--- config.mk ---
export PLATFORM = sky130hd
export DESIGN_NAME = vram_arbiter
export DESIGN_NICKNAME = d
export VERILOG_FILES = /design/src/rtl/vram_arbiter.sv
export SDC_FILE = /design/constraint.sdc
export NUM_CORES = 1
export LEC_CHECK = 0
export CAP_MARGIN = 25
export CORE_AREA = 2 2 97 137
export CTS_CLUSTER_SIZE = 20
export DETAILED_ROUTE_END_ITERATION = 12
export DIE_AREA = 0 0 99 139
export DONT_BUFFER_PORTS = 1
export PLACE_DENSITY = 0.52
export SLEW_MARGIN = 20
export SYNTH_ARGS = -nofsm -noshare
export SYNTH_HDL_FRONTEND = slang
export SYNTH_SLANG_ARGS = --single-unit
--- constraint.sdc ---
create_clock -name clk -period 3.9 [get_ports clk]
set_input_delay 0.975 -clock clk [delete_from_list [all_inputs] [get_ports clk]]
set_output_delay 0.975 -clock clk [all_outputs]
set_load 0.02 [all_outputs]
--- src/rtl/vram_arbiter.sv ---
// Single-port video RAM arbiter: scan-out owns pix_en&active slots, the game port
// gets the rest (queued writes first, then one read at a time behind them).
module vram_arbiter #(
  parameter int ADDR_W   = 15,
  parameter int DATA_W   = 8,
  parameter int WQ_DEPTH = 4
) (
  input  logic              clk,
  input  logic              rst,
  input  logic              pix_en,
  input  logic              active,
  input  logic [ADDR_W-1:0] disp_addr,
  output logic [DATA_W-1:0] disp_data,
  output logic              disp_valid,
  input  logic              wr_valid,
  output logic              wr_ready,
  input  logic [ADDR_W-1:0] wr_addr,
  input  logic [DATA_W-1:0] wr_data,
  input  logic              rd_valid,
  output logic              rd_ready,
  input  logic [ADDR_W-1:0] rd_addr,
  output logic [DATA_W-1:0] rd_data,
  output logic              rd_data_valid,
  output logic              mem_en,
  output logic              mem_we,
  output logic [ADDR_W-1:0] mem_addr,
  output logic [DATA_W-1:0] mem_wdata,
  input  logic [DATA_W-1:0] mem_rdata
);

  localparam int PTR_W = $clog2(WQ_DEPTH);
  localparam int CNT_W = PTR_W + 1;

  typedef struct packed {
    logic [ADDR_W-1:0] addr;
    logic [DATA_W-1:0] data;
  } wreq_t;

  typedef enum logic [1:0] {SLOT_IDLE, SLOT_DISP, SLOT_WR, SLOT_RD} slot_e;
  typedef enum logic [1:0] {TAG_NONE, TAG_DISP, TAG_RD} tag_e;

  // write queue
  wreq_t             wq_mem [WQ_DEPTH];
  wreq_t             head;
  logic [PTR_W-1:0]  wptr, rptr;
  logic [CNT_W-1:0]  count;
  logic              wq_empty, push, pop;

  slot_e             slot;
  tag_e              slot_tag;
  tag_e              tag_pipe [2];

  assign head     = wq_mem[rptr];
  assign wq_empty = (count == '0);
  assign wr_ready = (count < CNT_W'(WQ_DEPTH));
  assign push     = wr_valid & wr_ready;
  assign pop      = (slot == SLOT_WR);

  // Slot owner; reads wait on the registered count so a same-cycle push still
  // lands ahead of any later read.
  always_comb begin
    slot = SLOT_IDLE;
    if (!rst) begin
      if (pix_en && active)  slot = SLOT_DISP;
      else if (!wq_empty)    slot = SLOT_WR;
      else if (rd_valid)     slot = SLOT_RD;
    end
  end

  always_comb begin
    mem_en    = 1'b0;
    mem_we    = 1'b0;
    mem_addr  = '0;
    mem_wdata = '0;
    rd_ready  = 1'b0;
    slot_tag  = TAG_NONE;
    unique case (slot)
      SLOT_DISP: begin
        mem_en   = 1'b1;
        mem_addr = disp_addr;
        slot_tag = TAG_DISP;
      end
      SLOT_WR: begin
        mem_en    = 1'b1;
        mem_we    = 1'b1;
        mem_addr  = head.addr;
        mem_wdata = head.data;
      end
      SLOT_RD: begin
        mem_en   = 1'b1;
        mem_addr = rd_addr;
        rd_ready = 1'b1;
        slot_tag = TAG_RD;
      end
      default: ;
    endcase
  end

  always_ff @(posedge clk) begin
    if (!rst && push) wq_mem[wptr] <= '{addr: wr_addr, data: wr_data};
  end

  always_ff @(posedge clk) begin
    if (rst) begin
      wptr  <= '0;
      rptr  <= '0;
      count <= '0;
    end else begin
      if (push) wptr <= wptr + 1'b1;
      if (pop)  rptr <= rptr + 1'b1;
      count <= count + CNT_W'(push) - CNT_W'(pop);
    end
  end

  // Owner tag follows each slot for two cycles; RAM data arrives one cycle behind the slot.
  always_ff @(posedge clk) begin
    if (rst) begin
      tag_pipe[0] <= TAG_NONE;
      tag_pipe[1] <= TAG_NONE;
      disp_data   <= '0;
      rd_data     <= '0;
    end else begin
      tag_pipe[0] <= slot_tag;
      tag_pipe[1] <= tag_pipe[0];
      if (tag_pipe[0] == TAG_DISP) disp_data <= mem_rdata;
      if (tag_pipe[0] == TAG_RD)   rd_data   <= mem_rdata;
    end
  end

  assign disp_valid    = (tag_pipe[1] == TAG_DISP);
  assign rd_data_valid = (tag_pipe[1] == TAG_RD);

endmodule

# After elaboration in Yosys (flattened, before gate mapping)
# Memories as Yosys holds them, arrays and structs flattened. A register that Yosys moved wholly into a read port is not among the register bits.
# Cells that the tools add are included.
[op_classes]
add_sub_neg = 4
n_mul = 0
div_mod_pow = 0
magnitude_cmp = 1
eq_ne = 7
n_shift = 0
muxes = 19
n_bitwise = 3
n_reduce_logical = 5
[ops]
columns = ["operator", "n"]
rows = [
  ["15-bit case mux with 3 select lines", 1],
  ["2-bit 2-to-1 mux", 8],
  ["2-bit == test (second input constant)", 4],
  ["1-bit 2-to-1 mux", 8],
  ["8-bit 2-to-1 mux", 1],
  ["2-bit by 1-bit == test with 1-bit output (second input constant)", 3],
  ["2-bit by 1-bit adder with 2-bit output (second input constant)", 2],
  ["2-bit case mux with 2 select lines", 1],
  ["3-bit by 1-bit adder with 3-bit output", 1],
  ["3-bit logical NOT", 1],
  ["3-bit < comparator (second input constant)", 1],
  ["3-bit OR reduction", 1],
  ["3-bit by 1-bit subtractor with 3-bit output", 1],
  ["1-bit logical AND", 2],
  ["1-bit bitwise OR", 2],
  ["1-bit bitwise AND", 1],
  ["1-bit logical NOT", 1],
]
[word_totals]
regBits = 23
latch_bits = 0
ram_bits = 96
romBits = 0
input_bits = 67
out_inout_bits = 45
wordCells = 46
mem_count = 2
[mem_list]
columns = ["memory", "words", "word_bits", "read_ports", "rd_ports_with_merged_regs", "wr", "line_no", "rtl"]
rows = [
  ["wq_mem", 4, 23, 1, 1, 1, "43", "wreq_t wq_mem [WQ_DEPTH];"],
  ["tag_pipe", 2, 2, 2, 0, 2, "51", "tag_e tag_pipe [2];"],
]

# Depth between registers and ports, before layout
# Gate-level depths: netlist of the first run.
[logic_depth]
ltp_word = 7
ltp_mapped = 10
mapped_depth_nobuf = 9

# Least setup slack after synthesis of the first run
# OpenSTA, ideal clock, no wires.
[synth_timing]
path_kind = "input to output"
startpoint = "input rd_valid"
endpoint = "output mem_addr[0]"
t_arrival_ps = 2101
required_ps = 2925
slack_ps = 824
cell_stages = 4
n_path_buf = 1
path_cell_list = "nor4_2 > clkbuf_1 > o21ai_0 > a31oi_1"
[synth_between]
elab_chain_len = 6
word_cells_on_any_way = 8
classes_between = "eq/ne: 3; mux: 5"
[synth_lines]
columns = ["element", "line_no", "rtl"]
rows = [
  ["from (decl)", "19", "input logic rd_valid,"],
  ["2-bit 2-to-1 mux *", "66", "else if (rd_valid) slot = SLOT_RD;"],
  ["2-bit 2-to-1 mux *", "65", "else if (!wq_empty) slot = SLOT_WR;"],
  ["2-bit 2-to-1 mux *", "64", "if (pix_en && active) slot = SLOT_DISP;"],
  ["2-bit 2-to-1 mux *", "63", "if (!rst) begin"],
  ["2-bit == test / 2-bit by 1-bit == test with 1-bit output (equally long branches)", "77", "unique case (slot)"],
  ["15-bit case mux with 3 select lines *", "77", ""],
  ["to (decl)", "26", "output logic [ADDR_W-1:0] mem_addr,"],
]
# Every way passes the cells marked *; elsewhere a longest branch is shown, timed or not.

==> results of run 1 <==
-- routing by layer --
layer | vias to the layer above | global-route usage | routed length, µm
met5 | - | 0 | 0
met4 | 0 | 0.0699 | 170
met3 | 14 | 0.0721 | 1000
met2 | 129 | 0.264 | 5320
met1 | 1371 | 0.196 | 4370
li1 | 1235 | - | -
-- cell families after synthesis --
kind of cell / after synthesis
simple gates: 79
buf+inv: 30
compound gates: 36
xor+xnor: 3
flops: 121
mux: 39
fa+ha+maj: 7
-- worst paths after layout --
check | depth (start not counted) | to | from | slack, ns
setup / recovery | 3 | mem_addr[1] | register | 0.61
hold / removal | 2 | rptr[1] | rptr[1] | 0.48
setup reg to reg | 10 | count[2] | count[2] | 1.46
hold reg to reg | 2 | rptr[1] | rptr[1] | 0.48
-- Yosys cell counts, types with 5 or more instances --
cell type,count,share of area
edfxtp_1,92,0.56
dfxtp_1,29,0.12
mux4_2,23,0.11
nor2_1,22,0.017
mux2i_1,16,0.032
and3_1,13,0.017
nand3_1,13,0.013
a31oi_1,12,0.015
nand4_1,12,0.015
o21ai_0,11,0.011
clkbuf_1,9,0.0069
buf_2,8,0.0081
inv_1,8,0.0061
ha_1,6,0.015
nor2b_1,6,0.0076
a21oi_1,5,0.0051
-- state kept, by name, summed over array words and instances (netlist names), named ones only --
name,cells
rd_data,8
tag_pipe,4
rptr,2
count,3
wq_mem,92
wptr,2
disp_data,8
-- area by class of cell --
cell class                 instances  area [µm²]  share of cell area
timing repair buffer              10        87.6              0.0154
inverter                           8        30.0             0.00528
tap                              153         191              0.0337
sequential                       121        3340               0.588
clock buffer                      17         425              0.0748
multi-input combinational        164        1460               0.256
clock inverter                    15         154              0.0271
-- report_power, final --
group | switching (mW) | total, mW | leakage, nW | internal [mW]
clock network | 0.563 | 1.50 | 0.267 | 0.937
registers | 0.0953 | 1.58 | 1.07 | 1.49
logic | 0.443 | 0.707 | 0.651 | 0.264
-- worst reg2reg max path: cells and delay by family, from the launching register on --
family	cells	cell delay, ns
XOR/XNOR	1	0.16
adder cells (fa/ha/maj)	3	0.82
buffers and inverters	3	0.31
flip-flops	1	0.46
AND/OR/NAND/NOR	3	0.59
==> run metrics, run 1 <==
result of the run=finished clean; Overall Power=3.79 mW; max-cap violations=0; Crit. End Element=output pin; RSZ-0062 raised after global routing=no; post-CTS setup buffers=0; CTS-repair resized insts=0; crit-path cells=mux4_2, and3_1, a221o_1; CP top delay family=flip-flops; maximum VDD drop=0.000313 V; core area=0.0126 mm²; dpl cells=456; Buf/Inv on CP=0; startpoint types=register; CTS tree=built; PD cells=666 mW/mm²; P&R area growth vs syn=15.4%; post-layout util=0.453; syn nets=389; Worst Hold Class=reg -> reg; die area=0.0138 mm²; fin nets=396; Syn Area/Cell=15.6 µm²; arrival time worst endpoint=2.31 ns; Reg clk slew, reported paths=0.05 ns; WHS=0.481 ns; Total Routing Usage GR=0.166; fin crit share=0.843; post-DP HPWL=6.93 mm; CP Data Required Time=2.92 ns; buffer levels on the longest clock path=2; placed instance area=0.00511 mm²; row count=49; first-pass GRT wire length=16.8 mm; largest family of logic cells by synthesized area=multiplexers; Slew Limit Fails=0; final setup TNS=0 ns; Synth Area in Compound Gates=0.0442; Yosys reg bits=121; vias in the first global route=2952; diode count=0; Worst-Margin Slew=0.863 ns; Clock Root Buffer=clkbuf_16; IO Port Bufs=0; critical path peak fanout=17; Mapped Cells=315; yosys warns=0; layout cell share with drive strength beyond 1=0.200; Finish-stage setup viols=0; hold buffer count at CTS=0; Sink Count=121; fill count=1129; relative max-transition margin=0.424; largest net degree at the start of global routing=32; final cell count without fillers=488; simple-gate portion of the synthesized area=0.0866; Final Skew=0.00615 ns; critical path class=reg -> out; most frequent cells in the layout=92 x edfxtp_1, 28 x dfxtp_1, 23 x mux4_2; adder-cell share of the synthesized area=0.0193; post-synthesis mux area share=0.138; antenna violations before repair=0; grt total ovfl=0; Fmax=304 MHz; Netlist cell types=33; Die H=139 µm; worst skew pair latency=0.41 ns; Crit path largest cell delay=0.74 ns; GPL Wtd Cong=0.744; TritonCTS Buffers=17; 1st-pass router iterations=4; leakage=1.99 nW; post-synthesis sequential area ratio=0.678; maximum level of the CTS H-tree=4; initial detailed-routing violation count=138; WL per Instance=22.3 µm; Initial Utilization=0.392; Remaining DRCs=0; Post-synth EDFFs=92; die width=99 µm; Final Hold Viols=0; final instance area=0.00569 mm²; XOR/XNOR share of the synthesized area=0.00533; minimum clock period=3.29 ns; top_reg_cell synth=edfxtp_1; ANT nets after route=0; via count=2749; io pins=112; most common cell after layout, fill and taps aside=edfxtp_1; final setup margin=0.610 ns; slowest stage cell, crit path=dfxtp_2; Async S/R FF share, synth=0; mapped cell area=0.00493 mm²; Vias/cell=5.63; Routed Wire Length=10.9 mm; setup slack at placement=0.650 ns
(Power assumes the default switching activity.)
==> inputs of run 2 (changes only) <==
--- a/config.mk
+++ b/config.mk
@@ -11,7 +11,7 @@
 export DETAILED_ROUTE_END_ITERATION = 12
 export DIE_AREA = 0 0 99 139
 export DONT_BUFFER_PORTS = 1
-export PLACE_DENSITY = 0.52
+export PLACE_DENSITY = 0.54
 export SLEW_MARGIN = 20
 export SYNTH_ARGS = -nofsm -noshare
 export SYNTH_HDL_FRONTEND = slang
==> constraint.sdc (replaced) <==
create_clock -name clk -period 2.68 [get_ports clk]
set_input_delay 0.67 -clock clk [delete_from_list [all_inputs] [get_ports clk]]
set_output_delay 0.67 -clock clk [all_outputs]
set_load 0.02 [all_outputs]
==> run 2 against run 1 <==
Against the previous run: design area grew 4.4%; largest power group unchanged; clock skew is 0.0014 ns higher; worst hold slack worse by 0.15 ns; setup slack lost 0.55 ns.
==> run metrics, run 2 (synthesized netlist as in run 1, its figures left out) <==
hold path depth=1; row count=49; grt total ovfl=0; GPL Wtd Cong=0.763; Final Hold Viols=0; relative max-transition margin=0.638; final instance area=0.00594 mm²; final setup margin=0.0644 ns; Worst-Margin Slew=0.542 ns; CP Data Required Time=2.01 ns; fin nets=425; Initial Utilization=0.392; Largest register FFs=92; WL per Instance=21.4 µm; largest net degree at the start of global routing=39; setup slack at placement=0.263 ns; max-cap violations=0; worst skew pair latency=0.41 ns; Clock Root Buffer=clkbuf_16; NetSw=1.70 mW; Remaining DRCs=0; Clk pwr share=0.377; biggest regs=wq_mem: 92 flops, disp_data: 8 flops, rd_data: 8 flops; critical path peak fanout=5; maximum VDD drop=0.000497 V; Vias/cell=5.62; vias in the first global route=3037; Reg with most FFs=wq_mem; fin crit share=0.976; Register-to-Register Path Depth=10; 1st-pass router iterations=4; critical path class=reg -> out; arrival time worst endpoint=1.95 ns; Sw Share=0.297; final setup TNS=0 ns; IO Port Bufs=0; initial detailed-routing violation count=162; result of the run=finished clean; startpoint types=register; first-pass GRT wire length=16.7 mm; via count=2909; Finish-stage setup viols=0; layout cell share with drive strength beyond 1=0.280; TritonCTS Buffers=17; Slew Limit Fails=0; Final Skew=0.00754 ns; Comb power frac=0.226; Power Internal=4.03 mW; P&R area growth vs syn=20.5%; placed instance area=0.00530 mm²; antenna violations before repair=0; CTS tree=built; core area=0.0126 mm²; Fmax=382 MHz; Sink Count=121; most common cell after layout, fill and taps aside=edfxtp_1; die area=0.0138 mm²; WHS=0.327 ns; die width=99 µm; post-DP HPWL=7.23 mm; ANT nets after route=0; RSZ-0062 raised after global routing=yes; sequential share of power=0.397; most frequent cells in the layout=92 x edfxtp_1, 35 x buf_4, 26 x dfxtp_1; reg-to-reg endpoint=count[2]; Hold EP=count[1]; Total Routing Usage GR=0.162; leakage=2.16 nW; minimum clock period=2.62 ns; PD cells=964 mW/mm²; Reg clk slew, reported paths=0.06 ns; buffer levels on the longest clock path=2; reg2reg setup slack=0.57 ns; io pins=112; maximum level of the CTS H-tree=4; Crit. End Element=output pin; Worst Hold Class=in -> reg; min-delay src=rst; Die H=139 µm; Routed Wire Length=11.1 mm; reg2reg start=count[2]
run 2: changes by cell type in the layout (fill, tap and decap cells not counted), sizes merged:
cell | previous run | this run
buf | 10 | 39
bufinv | 2 | 1
clkinv | 7 | 6
clkinvlp | 5 | 2
diode | 0 | 1
inv | 9 | 14
run 2: cell type report:
cell class / instances / area (µm²)
Fill cell: 1113 / 6630
Sequential cell: 121 / 3350
Multi-Input combinational cell: 164 / 1470
Clock buffer: 17 / 425
Timing Repair Buffer: 39 / 334
Tap cell: 153 / 191
Clock inverter: 15 / 143
Inverter: 8 / 30.0
Antenna cell: 1 / 2.50
run 2: power groups by stage:
| stage | combinational [mW] | clock (mW) | sequential (mW) |
|---|---|---|---|
| 6_report | 1.29 | 2.16 | 2.27 |
| 5_1_grt | 1.41 | 2.27 | 2.29 |
| 4_1_cts | 1.24 | 2.20 | 2.29 |
| 3_5_place_dp | 1.22 | 0 | 2.33 |
| 3_3_place_gp | 1.20 | 0 | 2.32 |
| 2_1_floorplan | 0.872 | 0 | 2.28 |
run 2: critical path, stage by stage (launching register included):
cell and delay [ns]:
dfxtp_4 0.36, buf_6 0.13, mux4_2 0.51, and3_4 0.20, a221o_1 0.35
run 2: timing repair:
item                       4_1_cts  5_1_grt
setup buffers                    0        5
setup endpoints to repair       22        9
resized for setup                3        4
pin swaps                        0        0
hold endpoints to repair         0        0
hold buffers                     0        0
run 2: stage by stage:
stage          cells   util  power, mW
2_1_floorplan    315      -       3.15
3_3_place_gp     480  0.422       3.52
3_5_place_dp     480  0.422       3.54
4_1_cts          512  0.468       5.73
5_1_grt          517  0.472       5.97
6_report         518  0.473       5.73
run 2: metal layers:
| metal | vias to the layer above | GRT usage | wire (µm) | share of wire |
|---|---|---|---|---|
| met1 | 1479 | 0.190 | 4310 | 0.39 |
| li1 | 1301 | - | - | - |
| met3 | 6 | 0.0675 | 959 | 0.086 |
| met4 | 0 | 0.0519 | 97 | 0.0087 |
| met5 | - | 0 | 0 | 0 |
| met2 | 123 | 0.268 | 5730 | 0.52 |
run 2: how the worst max path moves through the flow:
| stage | to | slack, ns | depth (start not counted) |
|---|---|---|---|
| 2_1_floorplan | count[2] | 0.09 | 10 |
| 3_3_place_gp | count[2] | 0.27 | 9 |
| 3_5_place_dp | count[2] | 0.26 | 9 |
| 4_1_cts | mem_addr[1] | 0.001 | 3 |
| 5_1_grt | mem_addr[0] | -0.006 | 6 |
| 6_report | mem_addr[10] | 0.06 | 4 |
==> inputs of run 3 (changes only) <==
--- a/config.mk
+++ b/config.mk
@@ -6,12 +6,12 @@
 export NUM_CORES = 1
 export LEC_CHECK = 0
 export CAP_MARGIN = 25
-export CORE_AREA = 2 2 97 137
+export CORE_AREA = 2 2 115 117
 export CTS_CLUSTER_SIZE = 20
 export DETAILED_ROUTE_END_ITERATION = 12
-export DIE_AREA = 0 0 99 139
+export DIE_AREA = 0 0 117 119
 export DONT_BUFFER_PORTS = 1
-export PLACE_DENSITY = 0.54
+export PLACE_DENSITY = 0.53
 export SLEW_MARGIN = 20
 export SYNTH_ARGS = -nofsm -noshare
 export SYNTH_HDL_FRONTEND = slang
==> run 3 against run 2 <==
Against the previous run: via count down 3.9%; sequential share of layout area down 0.36 points; routed wire length down 6.2%; utilization down 0.84 points; design area up 0.61%; critical path type unchanged.
==> run metrics, run 3 (synthesized netlist as in run 1, its figures left out) <==
Crit. End Element=output pin; grt total ovfl=0; RSZ-0062 raised after global routing=no; Reg with most FFs=wq_mem; worst skew pair latency=0.41 ns; ANT nets after route=0; hold buffer count at CTS=0; PD cells=991 mW/mm²; most frequent cells in the layout=92 x edfxtp_1, 27 x dfxtp_1, 24 x buf_4; minimum clock period=2.58 ns; Total Routing Usage GR=0.157; GPL Wtd Cong=0.708; first-pass GRT wire length=15.4 mm; buffer levels on the longest clock path=2; leakage=2.14 nW; Vias/cell=5.27; row count=42; Initial Utilization=0.383; final setup TNS=0 ns; Finish-stage setup viols=0; biggest regs=wq_mem: 92 flops, disp_data: 8 flops, rd_data: 8 flops; arrival time worst endpoint=1.91 ns; largest net degree at the start of global routing=39; io pins=112; fin nets=416; post-DP HPWL=6.80 mm; Fmax=387 MHz; Final Hold Viols=0; die width=117 µm; CTS tree=built; Reg clk slew, reported paths=0.05 ns; Die H=119 µm; fill count=1114; layout cell share with drive strength beyond 1=0.239; Worst Hold Class=in -> reg; IO Port Bufs=0; Final Skew=0.00635 ns; max-cap violations=0; min-delay src=rst; CP Data Required Time=2.01 ns; P&R area growth vs syn=21.3%; TritonCTS Buffers=17; Register-to-Register Path Depth=10; initial detailed-routing violation count=156; Clock Root Buffer=clkbuf_16; vias in the first global route=2854; Slew Limit Fails=0; core area=0.0129 mm²; maximum VDD drop=0.000459 V; diode count=0; critical path class=reg -> out; reg2reg start=count[2]; startpoint types=register; fin crit share=0.964; result of the run=finished clean; via count=2796; hold path depth=1; most common cell after layout, fill and taps aside=edfxtp_1; Sink Count=121; relative max-transition margin=0.633; post-layout util=0.464; Routed Wire Length=10.4 mm; Worst-Margin Slew=0.550 ns; die area=0.0139 mm²; maximum level of the CTS H-tree=4; WL per Instance=19.6 µm; Largest register FFs=92; antenna violations before repair=1; 1st-pass router iterations=4; Remaining DRCs=0; critical path peak fanout=5
run 3: cell types whose count changed in the layout (fill, tap and decap cells not counted), sizes merged:
cell | before | now
inv | 14 | 8
clkbuf | 17 | 23
clkinv | 6 | 3
diode | 1 | 0
bufinv | 1 | 5
buf | 39 | 30
clkinvlp | 2 | 1
run 3: repair_timing:
item | CTS | global route
gates cloned | 0 | 0
hold endpoints to repair | 0 | 0
gates resized for setup | 4 | 7
buffers inserted | 0 | 0
endpoints found under the setup margin | 14 | 16
run 3: worst paths after layout:
| kind | to | slack (ns) |
|---|---|---|
| worst max-delay path | mem_addr[10] | 0.1 |
| worst min-delay path | register | 0.32 |
| worst max register to register | count[2] | 0.62 |
| worst min register to register | register | 0.47 |
run 3: cell type report:
type	count	area, µm²	area share
timing repair buffer	30	283	0.0473
clock inverter	9	171	0.0287
inverter	8	30.0	0.00502
tap	176	220	0.0368
multi-input combinational	164	1480	0.247
sequential	121	3350	0.560
clock buffer	23	448	0.0749
run 3: power breakdown:
group / internal [mW] / switching, mW
clock network: 1.64 / 0.749
registers: 2.17 / 0.114
logic: 0.549 / 0.706
run 3: critical path: stages, from the launching register on:
cell,delay [ns]
dfxtp_4,0.40
mux4_2,0.52
and3_1,0.22
a221o_1,0.36
run 3: stage by stage:
step           power, mW  std cells  hold WS [ns]  area [µm²]  setup slack [ns]
2_1_floorplan       3.15        315         0.453        4930            0.0888
3_3_place_gp        3.50        499         0.462        5310             0.306
3_5_place_dp        3.52        499         0.468        5310             0.249
4_1_cts             5.95        531         0.297        5940           0.00807
5_1_grt             6.21        531         0.298        5980           0.00288
6_report            5.92        531         0.323        5980            0.0975
run 3: routing by layer:
layer	global-route usage	vias to the layer above	wire length [µm]
met2	0.236	118	4960
met1	0.183	1374	4170
met5	0	-	10
met3	0.0931	18	1100
li1	-	1284	-
met4	0.0654	2	163
